$ cat src/rtl/req_resp_join.sv
// Response join for the forked accelerator request path.
// Caps in-flight instructions and merges per-cluster responses in order.
module req_resp_join #(
   parameter int NrClusters     = 2,
   parameter int MaxOutstanding = 4,
   parameter int DataWidth      = 64,
   parameter int TransIdWidth   = 3,
   parameter int CntWidth       = $clog2(MaxOutstanding + 1)
) (
   input  logic                                     clk_i,
   input  logic                                     rst_i,
   input  logic                                     req_valid_i,
   output logic                                     req_ready_o,
   output logic                                     req_valid_o,
   input  logic                                     req_ready_i,
   input  logic [NrClusters-1:0]                    resp_valid_i,
   input  logic [NrClusters-1:0][DataWidth-1:0]     resp_result_i,
   input  logic [NrClusters-1:0][TransIdWidth-1:0]  resp_trans_id_i,
   input  logic [NrClusters-1:0]                    resp_exc_i,
   output logic                                     resp_valid_o,
   output logic [DataWidth-1:0]                     resp_result_o,
   output logic [TransIdWidth-1:0]                  resp_trans_id_o,
   output logic                                     resp_exc_o,
   output logic [CntWidth-1:0]                      outstanding_o,
   output logic                                     mismatch_o
);

   localparam int PtrWidth =
      (MaxOutstanding > 1) ? $clog2(MaxOutstanding) : 1;
   localparam logic [PtrWidth-1:0] LastPtr =
      PtrWidth'(MaxOutstanding - 1);
   localparam logic [CntWidth-1:0] MaxCnt =
      CntWidth'(MaxOutstanding);

   typedef struct packed {
      logic [DataWidth-1:0]    result;
      logic [TransIdWidth-1:0] trans_id;
      logic                    exc;
   } entry_t;

   entry_t              mem_q    [NrClusters][MaxOutstanding];
   logic [PtrWidth-1:0] wr_ptr_q [NrClusters];
   logic [PtrWidth-1:0] rd_ptr_q [NrClusters];
   logic [CntWidth-1:0] occ_q    [NrClusters];
   logic [CntWidth-1:0] cnt_q;
   logic                mismatch_q;

   entry_t              head     [NrClusters];
   logic [NrClusters-1:0] wr_en;
   logic [NrClusters-1:0] spurious;
   logic                space;
   logic                issue;
   logic                joined;
   logic                id_diff;
   logic                exc_any;

   function automatic logic [PtrWidth-1:0] ptr_inc(
      input logic [PtrWidth-1:0] p
   );
      return (p == LastPtr) ? '0 : p + 1'b1;
   endfunction

   always_comb begin
      space       = (cnt_q < MaxCnt);
      req_valid_o = req_valid_i & space;
      req_ready_o = req_ready_i & space;
      issue       = req_valid_o & req_ready_i;
      for (int c = 0; c < NrClusters; c++) begin
         head[c] = mem_q[c][rd_ptr_q[c]];
      end
      joined  = 1'b1;
      id_diff = 1'b0;
      exc_any = 1'b0;
      wr_en    = '0;
      spurious = '0;
      for (int c = 0; c < NrClusters; c++) begin
         joined  = joined & (occ_q[c] != '0);
         exc_any = exc_any | head[c].exc;
         if (head[c].trans_id != head[0].trans_id) begin
            id_diff = 1'b1;
         end
         // A cluster can never hold more answers than instructions in flight
         if (resp_valid_i[c]) begin
            if (occ_q[c] == cnt_q) spurious[c] = 1'b1;
            else                   wr_en[c]    = 1'b1;
         end
      end
      resp_valid_o    = joined;
      resp_result_o   = joined ? head[0].result   : '0;
      resp_trans_id_o = joined ? head[0].trans_id : '0;
      resp_exc_o      = joined & exc_any;
      outstanding_o   = cnt_q;
      mismatch_o      = mismatch_q;
   end

   always_ff @(posedge clk_i) begin
      if (!rst_i) begin
         for (int c = 0; c < NrClusters; c++) begin
            if (wr_en[c]) begin
               mem_q[c][wr_ptr_q[c]] <= '{
                  result:   resp_result_i[c],
                  trans_id: resp_trans_id_i[c],
                  exc:      resp_exc_i[c]
               };
            end
         end
      end
   end

   always_ff @(posedge clk_i) begin
      if (rst_i) begin
         cnt_q      <= '0;
         mismatch_q <= 1'b0;
         for (int c = 0; c < NrClusters; c++) begin
            wr_ptr_q[c] <= '0;
            rd_ptr_q[c] <= '0;
            occ_q[c]    <= '0;
         end
      end else begin
         for (int c = 0; c < NrClusters; c++) begin
            if (wr_en[c]) wr_ptr_q[c] <= ptr_inc(wr_ptr_q[c]);
            if (joined)   rd_ptr_q[c] <= ptr_inc(rd_ptr_q[c]);
            occ_q[c] <= occ_q[c] + CntWidth'(wr_en[c])
                        - CntWidth'(joined);
         end
         if ((|spurious) || (joined && id_diff)) begin
            mismatch_q <= 1'b1;
         end
         cnt_q <= cnt_q + CntWidth'(issue) - CntWidth'(joined);
      end
   end

endmodule

$ cat config.mk
export PLATFORM = sky130hd
export DESIGN_NAME = req_resp_join
export DESIGN_NICKNAME = d
export VERILOG_FILES = /design/src/rtl/req_resp_join.sv
export SDC_FILE = /design/constraint.sdc
export NUM_CORES = 1
export LEC_CHECK = 0
export ABC_AREA = 1
export ABC_CLOCK_PERIOD_IN_PS = 14500
export CORE_MARGIN = 8
export CORE_UTILIZATION = 57
export DETAILED_ROUTE_END_ITERATION = 7
export GPL_TIMING_DRIVEN = 0
export PLACE_DENSITY = 0.86
export SLEW_MARGIN = 10
export SYNTH_ARGS = -nofsm -noshare
export SYNTH_HDL_FRONTEND = slang
export SYNTH_SLANG_ARGS = --single-unit
$ cat constraint.sdc
create_clock -name clk_i -period 14.5 [get_ports clk_i]
set_input_delay 2.9 -clock clk_i [delete_from_list [all_inputs] [get_ports clk_i]]
set_output_delay 2.9 -clock clk_i [all_outputs]
set_load 0.02 [all_outputs]
==> flow_summary.toml, run 1 <==
[min_path]
hold_path.class = "reg -> reg"

[power_and_ir_drop]
p_sw_mw = 1.07
p_int_mw = 1.92
p_total_mw = 2.99
leakagePower_nw = 5.48
pwr-share-clk_pct = 24.1
swShare_pct = 35.8
pwr-share-seq_pct = 37.5
pwr-share-comb_pct = 38.3
peakVddDrop_mv = 0.138
power_density_nw_per_um2 = 194

[place]
post-place-ws_ns = 7.48
dp_cells = 1472
dp_hpwl_um = 19000
io_buffers = 151
placed_area_um2 = 14500
gp_congestion = 0.816

[synth]
ys_seq_area_share_pct = 73.1
synth_area_leader_cell = "edfxtp_1"
avgSynthCellArea_um2 = 12.0
synth_top_cell_area_share_pct = 71.5
netlist-cell-type-count = 24
netlist_area_um2 = 12400
syn_inst = 1032
synth-seq-cells = 306
synth.area.top_cells = "edfxtp_1 (72%), nor2_1 (8.9%), o21ai_0 (5.0%)"
yosysWarnings = 0
syn_nets = 1193

[routing]
wire_per_inst_um = 19.3
drt_iter0_drc = 862
vias = 8562
drc = 0
wirelength_um = 29400
via_per_inst = 5.61
first_pass_iters = 5
drtAntennaViolNets = 0

[critical_path]
cp_common_cell = "clkdlybuf4s50_1"
critPathTopFamily = "buffers and inverters"
worstSetupEndpointType = "output pin"
path_buf_inv = 3
r2r_setup_slack_ns = 11.56
crit_path_top_delay_cell = "clkdlybuf4s50_1"
worstSetupPathType = "in -> out"
crit_arrival_ns = 4.13
worstPathMaxFanout = 2
max_stage_delay_ns = 0.62
path_cells = "clkdlybuf4s50_1 > inv_1 > nor2_1 > clkdlybuf4s50_1"
startpoint_type = "input pin"
critPathRequiredTime_ns = 11.60

[clocking]
numCtsBuffers = 29
clkLatencyLatePin_ns = 0.53
cts_resized = 0
postCtsSetupBuffers = 0
cts-root-buf = "clkbuf_16"
numClockSinks = 306
path_clk_slew_ns = 0.06
htreeDepth = 1
ctsHoldBuffers = 0
cts_tree = "done"
cts_buffer_depth = 3

[timing]
max-slew-margin-rel_pct = 40.6
worst_slew_pin_slew_ns = 0.889
hold_violations = 0
fin_hold_ws_ns = 0.545
rsz0062_at_grt = "false"
skew_ns = 0.00871
fin_setup_tns_ns = 0
period_share_pct = 48.5
fmax_mhz = 142
fin_crit_ns = 7.03
setup_viol = 0
maxSlewViolCount = 0
finalWorstSetupSlack_ns = 7.47

[cells_and_area]
fin_util_pct = 71.4
stdcell_count = 1526
syn_to_final_growth_pct = 24.2
design_area_um2 = 15400
fin_nets = 1384
drive_above_1_share_pct = 7.56

[outcome]
outcome = "finished clean"

[die]
rows = 54
ioPinCount = 217
die_w_um = 164
core_um2 = 21600
die_h_um = 164
start_util_pct = 57.5
dieArea_um2 = 26800

[job]
max_cap_viol_count = 0

[global_route]
grt_max_degree = 27
antenna_found_initial = 2
grt_usage_pct = 21.2
gr-total-overflow = 0
grt_pass1_wl_um = 44300
grt_pass1_vias = 8482
logic make-up (layout without fill, tap and decap cells):
kind of cell,after synthesis,in the layout,share of synthesized area (%)
AOI/OAI and AO/OA,202,202,8.16
xor gates and xnor gates,9,9,0.634
adders and majority gates,19,19,2.09
buffers and inverters,103,315,3.81
DFF,306,306,73.1
other,0,2,0
and+or+nand+nor,393,393,12.2
worst register-to-register path: stages, from the launching register on:
cell     delay [ns]
dfxtp_1        0.37
nor2_1         0.13
nand2_1        0.06
nand2_1        0.42
buf_2          0.38
inv_1          0.15
ha_1           0.31
inv_1          0.04
ha_1           0.20
fa_1           0.40
or2_2          0.30
a21oi_1        0.12
registers in the layout, summed over array words and instances, names as in the netlist:
signal / count
occ_q: 6
mismatch_o: 1
rd_ptr_q: 4
wr_ptr_q: 4
outstanding_o: 3
mem_q: 288
path summary, 6_finish.rpt:
kind                                    end        start  cells after the start
worst min register to register   mismatch_o   mismatch_o                      3
worst max register to register  occ_q[0][2]  occ_q[0][4]                     11
worst max-delay path            req_ready_o  req_ready_i                      4
worst min-delay path             mismatch_o   mismatch_o                      3
synth_stat cells:
master / number
ha_1: 16
a41oi_1: 1
buf_2: 22
nor2_1: 294
nand3_1: 17
nand2_1: 77
a21oi_1: 67
xnor2_1: 7
buf_6: 2
or2_2: 1
nand4_1: 2
o21ai_1: 9
edfxtp_1: 296
dfxtp_1: 10
nand3_2: 1
clkbuf_1: 19
inv_2: 3
inv_1: 44
xor2_1: 2
nand3b_1: 1
o21ai_0: 125
buf_4: 12
fa_1: 3
buf_1: 1
final cells by class:
type	count	area (µm²)
Clock buffer	33	741
Inverter	47	176
Timing Repair Buffer	160	1710
Buffer	56	298
Sequential cell	306	9090
Antenna cell	2	5.00
Tap cell	280	350
Multi-Input combinational cell	623	2900
Clock inverter	19	170
Fill cell	1386	6190
metal layers:
layer  share of wire (%)  global-route usage, %  up-vias
met5               0.044                      0        -
met3                 8.3                   3.20       63
li1                    -                      -     3966
met1                  38                   26.5     4132
met4                 2.4                   7.31        2
met2                  51                   37.2      399
cell usage in the layout (no fill, tap or decap), types with 22 or more instances in the layout:
cell type,netlist,routed
clkdlybuf4s50_1,0,151
a21oi_1,67,67
o21ai_0,125,125
buf_2,22,22
clkbuf_16,0,29
nor2_1,294,290
nand2_1,77,77
clkbuf_1,19,23
inv_1,44,44
edfxtp_1,296,296
power by group through the flow:
| stage | clock (mW) | sequential [mW] | combinational, mW |
|---|---|---|---|
| floorplan | 0 | 1.15 | 0.664 |
| global placement | 0 | 1.15 | 1.08 |
| detailed placement | 0 | 1.14 | 1.14 |
| CTS | 0.729 | 1.12 | 1.15 |
| global route | 0.765 | 1.13 | 1.25 |
| finish | 0.723 | 1.12 | 1.15 |
(Power assumes the default switching activity.)
==> run 2: changes to the inputs <==
- ABC_CLOCK_PERIOD_IN_PS: 14500 -> 5650
- CORE_UTILIZATION: 57 -> 48
- PLACE_DENSITY: 0.86 -> 0.78
- clock period: 14.5 -> 5.65 ns (I/O delays scaled with it)
==> run 2 against run 1 <==
Clock skew is essentially flat; combinational power grew to 2.5 times the previous value; critical path depth grew 2; critical path type is now reg -> out; highest routed layer unchanged.
==> flow_summary.toml, run 2 (synthesis gave the netlist of run 1 again) <==
[die]
die_h_um = 177
start_util_pct = 48.2
ioPinCount = 217
rows = 59
core_um2 = 25800
dieArea_um2 = 31300
die_w_um = 177

[cells_and_area]
drive_above_1_share_pct = 7.92
fin_nets = 1386
final_common_cell = "edfxtp_1"
syn_to_final_growth_pct = 24.9
largest_reg_flops = 288
fill_cells = 2014
final_cell_mix = "edfxtp_1 (296), nor2_1 (290), clkdlybuf4s50_1 (151)"
design_area_um2 = 15500

[clocking]
numClockSinks = 306
ctsHoldBuffers = 0
cts_resized = 0
postCtsSetupBuffers = 0
htreeDepth = 1
path_clk_slew_ns = 0.06
cts-root-buf = "clkbuf_16"
cts_tree = "done"
cts_buffer_depth = 3
clkLatencyLatePin_ns = 0.55
numCtsBuffers = 31

[routing]
drtAntennaViolNets = 0
wirelength_um = 29500
drt_iter0_drc = 728
via_per_inst = 5.25
drc = 0
first_pass_iters = 5
vias = 8331
wire_per_inst_um = 18.6

[place]
gp_congestion = 0.787
io_buffers = 151
dp_hpwl_um = 19600
placed_area_um2 = 14600

[timing]
setup_viol = 0
period_share_pct = 73.2
rsz0062_at_grt = "false"
hold_violations = 0
maxSlewViolCount = 0
max-slew-margin-rel_pct = 45.7
fin_setup_tns_ns = 0
worst_slew_pin_slew_ns = 0.812
skew_ns = 0.00855
fmax_mhz = 242
fin_crit_ns = 4.14

[power_and_ir_drop]
power_density_nw_per_um2 = 494
pwr-share-clk_pct = 24.4
leakagePower_nw = 5.49
p_sw_mw = 2.77
pwr-share-seq_pct = 37.6
pwr-share-comb_pct = 38.0
p_int_mw = 4.90
peakVddDrop_mv = 0.313
swShare_pct = 36.1

[critical_path]
worstSetupEndpointType = "output pin"
worstSetupPathType = "reg -> out"
startpoint_type = "register"
critPathRequiredTime_ns = 4.52
worstPathMaxFanout = 10
crit_arrival_ns = 3.01
rr_worst_depth = 11

[global_route]
grt_pass1_wl_um = 45500
grt_max_degree = 27
grt_usage_pct = 18.5
gr-total-overflow = 0
antenna_found_initial = 3
grt_pass1_vias = 8512

[outcome]
outcome = "finished clean"

[min_path]
hold_path.class = "reg -> reg"
min_delay_path_depth = 3

[job]
max_cap_viol_count = 0
==> run 2: cell types whose count changed in the layout (fill, tap and decap cells not counted) <==
| cell | previous run | this run |
|---|---|---|
| inv_6 | 1 | 2 |
| clkbuf_16 | 29 | 31 |
| bufinv_16 | 3 | 1 |
| clkinv_2 | 5 | 8 |
| clkinv_1 | 8 | 9 |
| clkinvlp_4 | 1 | 2 |
| buf_16 | 2 | 1 |
| buf_12 | 7 | 8 |
==> run 2: final cells by class <==
class	instances	area, µm²	share of cell area [%]
flip-flops and latches	306	9090	58.6
multi-input cells	623	2900	18.7
repair buffers	160	1700	10.9
clock buffers	35	791	5.10
well taps	335	419	2.70
plain buffers	56	298	1.92
inverters	47	176	1.14
clock inverters	23	145	0.935
diodes	2	5.00	0.0322
==> run 2: routing by layer <==
metal / up-vias / track usage, % / routed length, µm
li1: 3965 / - / -
met1: 4040 / 23.0 / 12100
met2: 288 / 32.4 / 14900
met3: 36 / 3.65 / 2050
met4: 2 / 5.22 / 443
met5: - / 0 / 13
==> run 2: per-stage QoR <==
step | hold WS [ns] | setup slack (ns) | instances | power, mW | utilization (%)
after floorplan | 0.577 | 0.729 | 1032 | 4.65 | -
after CTS | 0.572 | 1.49 | 1585 | 7.73 | 60.2
after global placement | 0.556 | -1.77 | 1518 | 5.75 | 55.7
after global routing | 0.633 | 1.36 | 1587 | 8.11 | 60.2
final | 0.578 | 1.51 | 1587 | 7.67 | 60.2
after detailed placement | 0.551 | 2.07 | 1527 | 5.86 | 56.6
==> run 2: path summary, 6_finish.rpt <==
path	end	from	slack [ns]
min	mismatch_o	mismatch_o	0.58
max	resp_result_o[61]	rd_ptr_q[0][0]	1.51
min reg2reg	mismatch_o	mismatch_o	0.58
max reg2reg	occ_q[0][2]	occ_q[0][4]	2.80
==> run 2: power by group through the flow <==
stage | Clock (mW) | Combinational (mW) | Sequential [mW]
2_1_floorplan | 0 | 1.70 | 2.94
3_3_place_gp | 0 | 2.79 | 2.96
3_5_place_dp | 0 | 2.93 | 2.93
4_1_cts | 1.90 | 2.95 | 2.88
5_1_grt | 1.99 | 3.22 | 2.90
6_report | 1.87 | 2.92 | 2.88
==> run 2: worst max-delay path, cell delays in order, from the launching register on <==
cell and delay (ns):
edfxtp_1 0.48, inv_2 0.09, buf_2 0.28, clkbuf_1 0.45, o21ai_0 0.20, a21oi_1 0.29, clkdlybuf4s50_1 0.68
==> run 3: changes to the inputs <==
- ABC_CLOCK_PERIOD_IN_PS: 5650 -> 3900
- CORE_UTILIZATION: 48 -> 53
- PLACE_DENSITY: 0.78 -> 0.81
- clock period: 5.65 -> 3.9 ns (I/O delays scaled with it)
==> run 3 against run 2 <==
Register-to-register slack got worse by 1.8 ns; global-route usage increased by 1.5 points; critical path depth unchanged; sequential share of layout area about the same; sequential power increased by 45%; worst hold slack got worse by 0.025 ns; largest cell class unchanged.
==> flow_summary.toml, run 3 (synthesis gave the netlist of run 1 again) <==
[outcome]
outcome = "finished clean"

[critical_path]
worstSetupEndpointType = "output pin"
path_cells = "inv_2 > buf_2 > clkbuf_1 > o21ai_0 > a21oi_1 > clkdlybuf4s50_1"
critPathTopFamily = "buffers and inverters"
crit_arrival_ns = 2.92
max_stage_delay_ns = 0.66
worstPathMaxFanout = 10
worstSetupPathType = "reg -> out"
critPathRequiredTime_ns = 3.12
startpoint_type = "register"
crit_path_top_delay_cell = "clkdlybuf4s50_1"
path_buf_inv = 4

[timing]
worst_slew_pin_slew_ns = 0.831
maxSlewViolCount = 0
max-slew-margin-rel_pct = 44.5
hold_violations = 0
setup_viol = 0
skew_ns = 0.0101
period_share_pct = 95.0
rsz0062_at_grt = "false"
fmax_mhz = 270
fin_hold_ws_ns = 0.553
fin_crit_ns = 3.70

[global_route]
gr-total-overflow = 0
antenna_found_initial = 4
grt_pass1_wl_um = 45000
grt_pass1_vias = 8364
grt_max_degree = 26
grt_usage_pct = 20.0

[cells_and_area]
largest_reg_flops = 288
stdcell_count = 1567
drive_above_1_share_pct = 7.78
final_common_cell = "edfxtp_1"
syn_to_final_growth_pct = 24.9
fin_nets = 1384
final_cell_mix = "edfxtp_1 (296), nor2_1 (290), clkdlybuf4s50_1 (151)"

[clocking]
ctsHoldBuffers = 0
cts_buffer_depth = 3
htreeDepth = 1
postCtsSetupBuffers = 0
numCtsBuffers = 30
path_clk_slew_ns = 0.06
clkLatencyLatePin_ns = 0.54
cts-root-buf = "clkbuf_16"
cts_tree = "done"
cts_resized = 0
numClockSinks = 306

[power_and_ir_drop]
swShare_pct = 35.3
pwr-share-comb_pct = 37.4
leakagePower_nw = 5.50
peakVddDrop_mv = 0.458
pwr-share-seq_pct = 37.1
power_density_nw_per_um2 = 726
pwr-share-clk_pct = 25.6
p_int_mw = 7.29
p_sw_mw = 3.98

[die]
ioPinCount = 217
dieArea_um2 = 28600
die_w_um = 169
core_um2 = 23300
start_util_pct = 53.4
rows = 56
die_h_um = 169

[job]
max_cap_viol_count = 0

[place]
gp_congestion = 0.826
dp_hpwl_um = 18800
io_buffers = 151
dp_cells = 1510

[routing]
drc = 0
wire_per_inst_um = 18.5
first_pass_iters = 5
wirelength_um = 29000
drtAntennaViolNets = 0
vias = 8377
via_per_inst = 5.35
drt_iter0_drc = 780

[min_path]
hold_path.class = "in -> reg"
## run 3: cell type report
class                           count  area [µm²]
Buffer                             56         298
Timing Repair Buffer              159        1670
Clock inverter                     21         208
Sequential cell                   306        9090
Clock buffer                       34         787
Multi-Input combinational cell    623        2900
Inverter                           47         176
Fill cell                        1663        7730
Antenna cell                        2        5.00
Tap cell                          319         399
## run 3: metrics by stage
stage / power, mW / cell area, µm² / util (%) / setup TNS, ns / setup WS (ns)
2_1_floorplan: 6.73 / 12400 / - / -182.41 / -0.671
6_report: 11.3 / 15500 / 66.8 / 0 / 0.196
3_5_place_dp: 8.44 / 14500 / 62.5 / 0 / 0.751
4_1_cts: 11.3 / 15500 / 66.7 / 0 / 0.172
5_1_grt: 11.9 / 15500 / 66.8 / 0 / 0.0577
3_3_place_gp: 8.32 / 14300 / 61.7 / -826.01 / -3.07
## run 3: final timing paths
check / from / to / slack [ns] / depth (start not counted)
hold reg to reg: mismatch_o / mismatch_o / 0.56 / 3
hold / removal: rst_i / occ_q[0][0] / 0.55 / 2
setup reg to reg: occ_q[0][4] / outstanding_o[2] / 0.97 / 13
setup / recovery: rd_ptr_q[0][0] / resp_result_o[62] / 0.20 / 6
## run 3: power groups by stage
stage / registers (mW) / clock network, mW / logic (mW)
finish: 4.18 / 2.88 / 4.21
global route: 4.21 / 3.06 / 4.62
CTS: 4.18 / 2.92 / 4.25
detailed placement: 4.24 / 0 / 4.20
global placement: 4.29 / 0 / 4.03
floorplan: 4.26 / 0 / 2.47
## run 3: metal layers
metal	routed length (µm)	vias up	GRT usage, %
met3	2200	61	3.63
met2	14300	348	34.2
met5	27	-	0
met4	818	4	7.31
met1	11600	4011	25.2
li1	-	3953	-
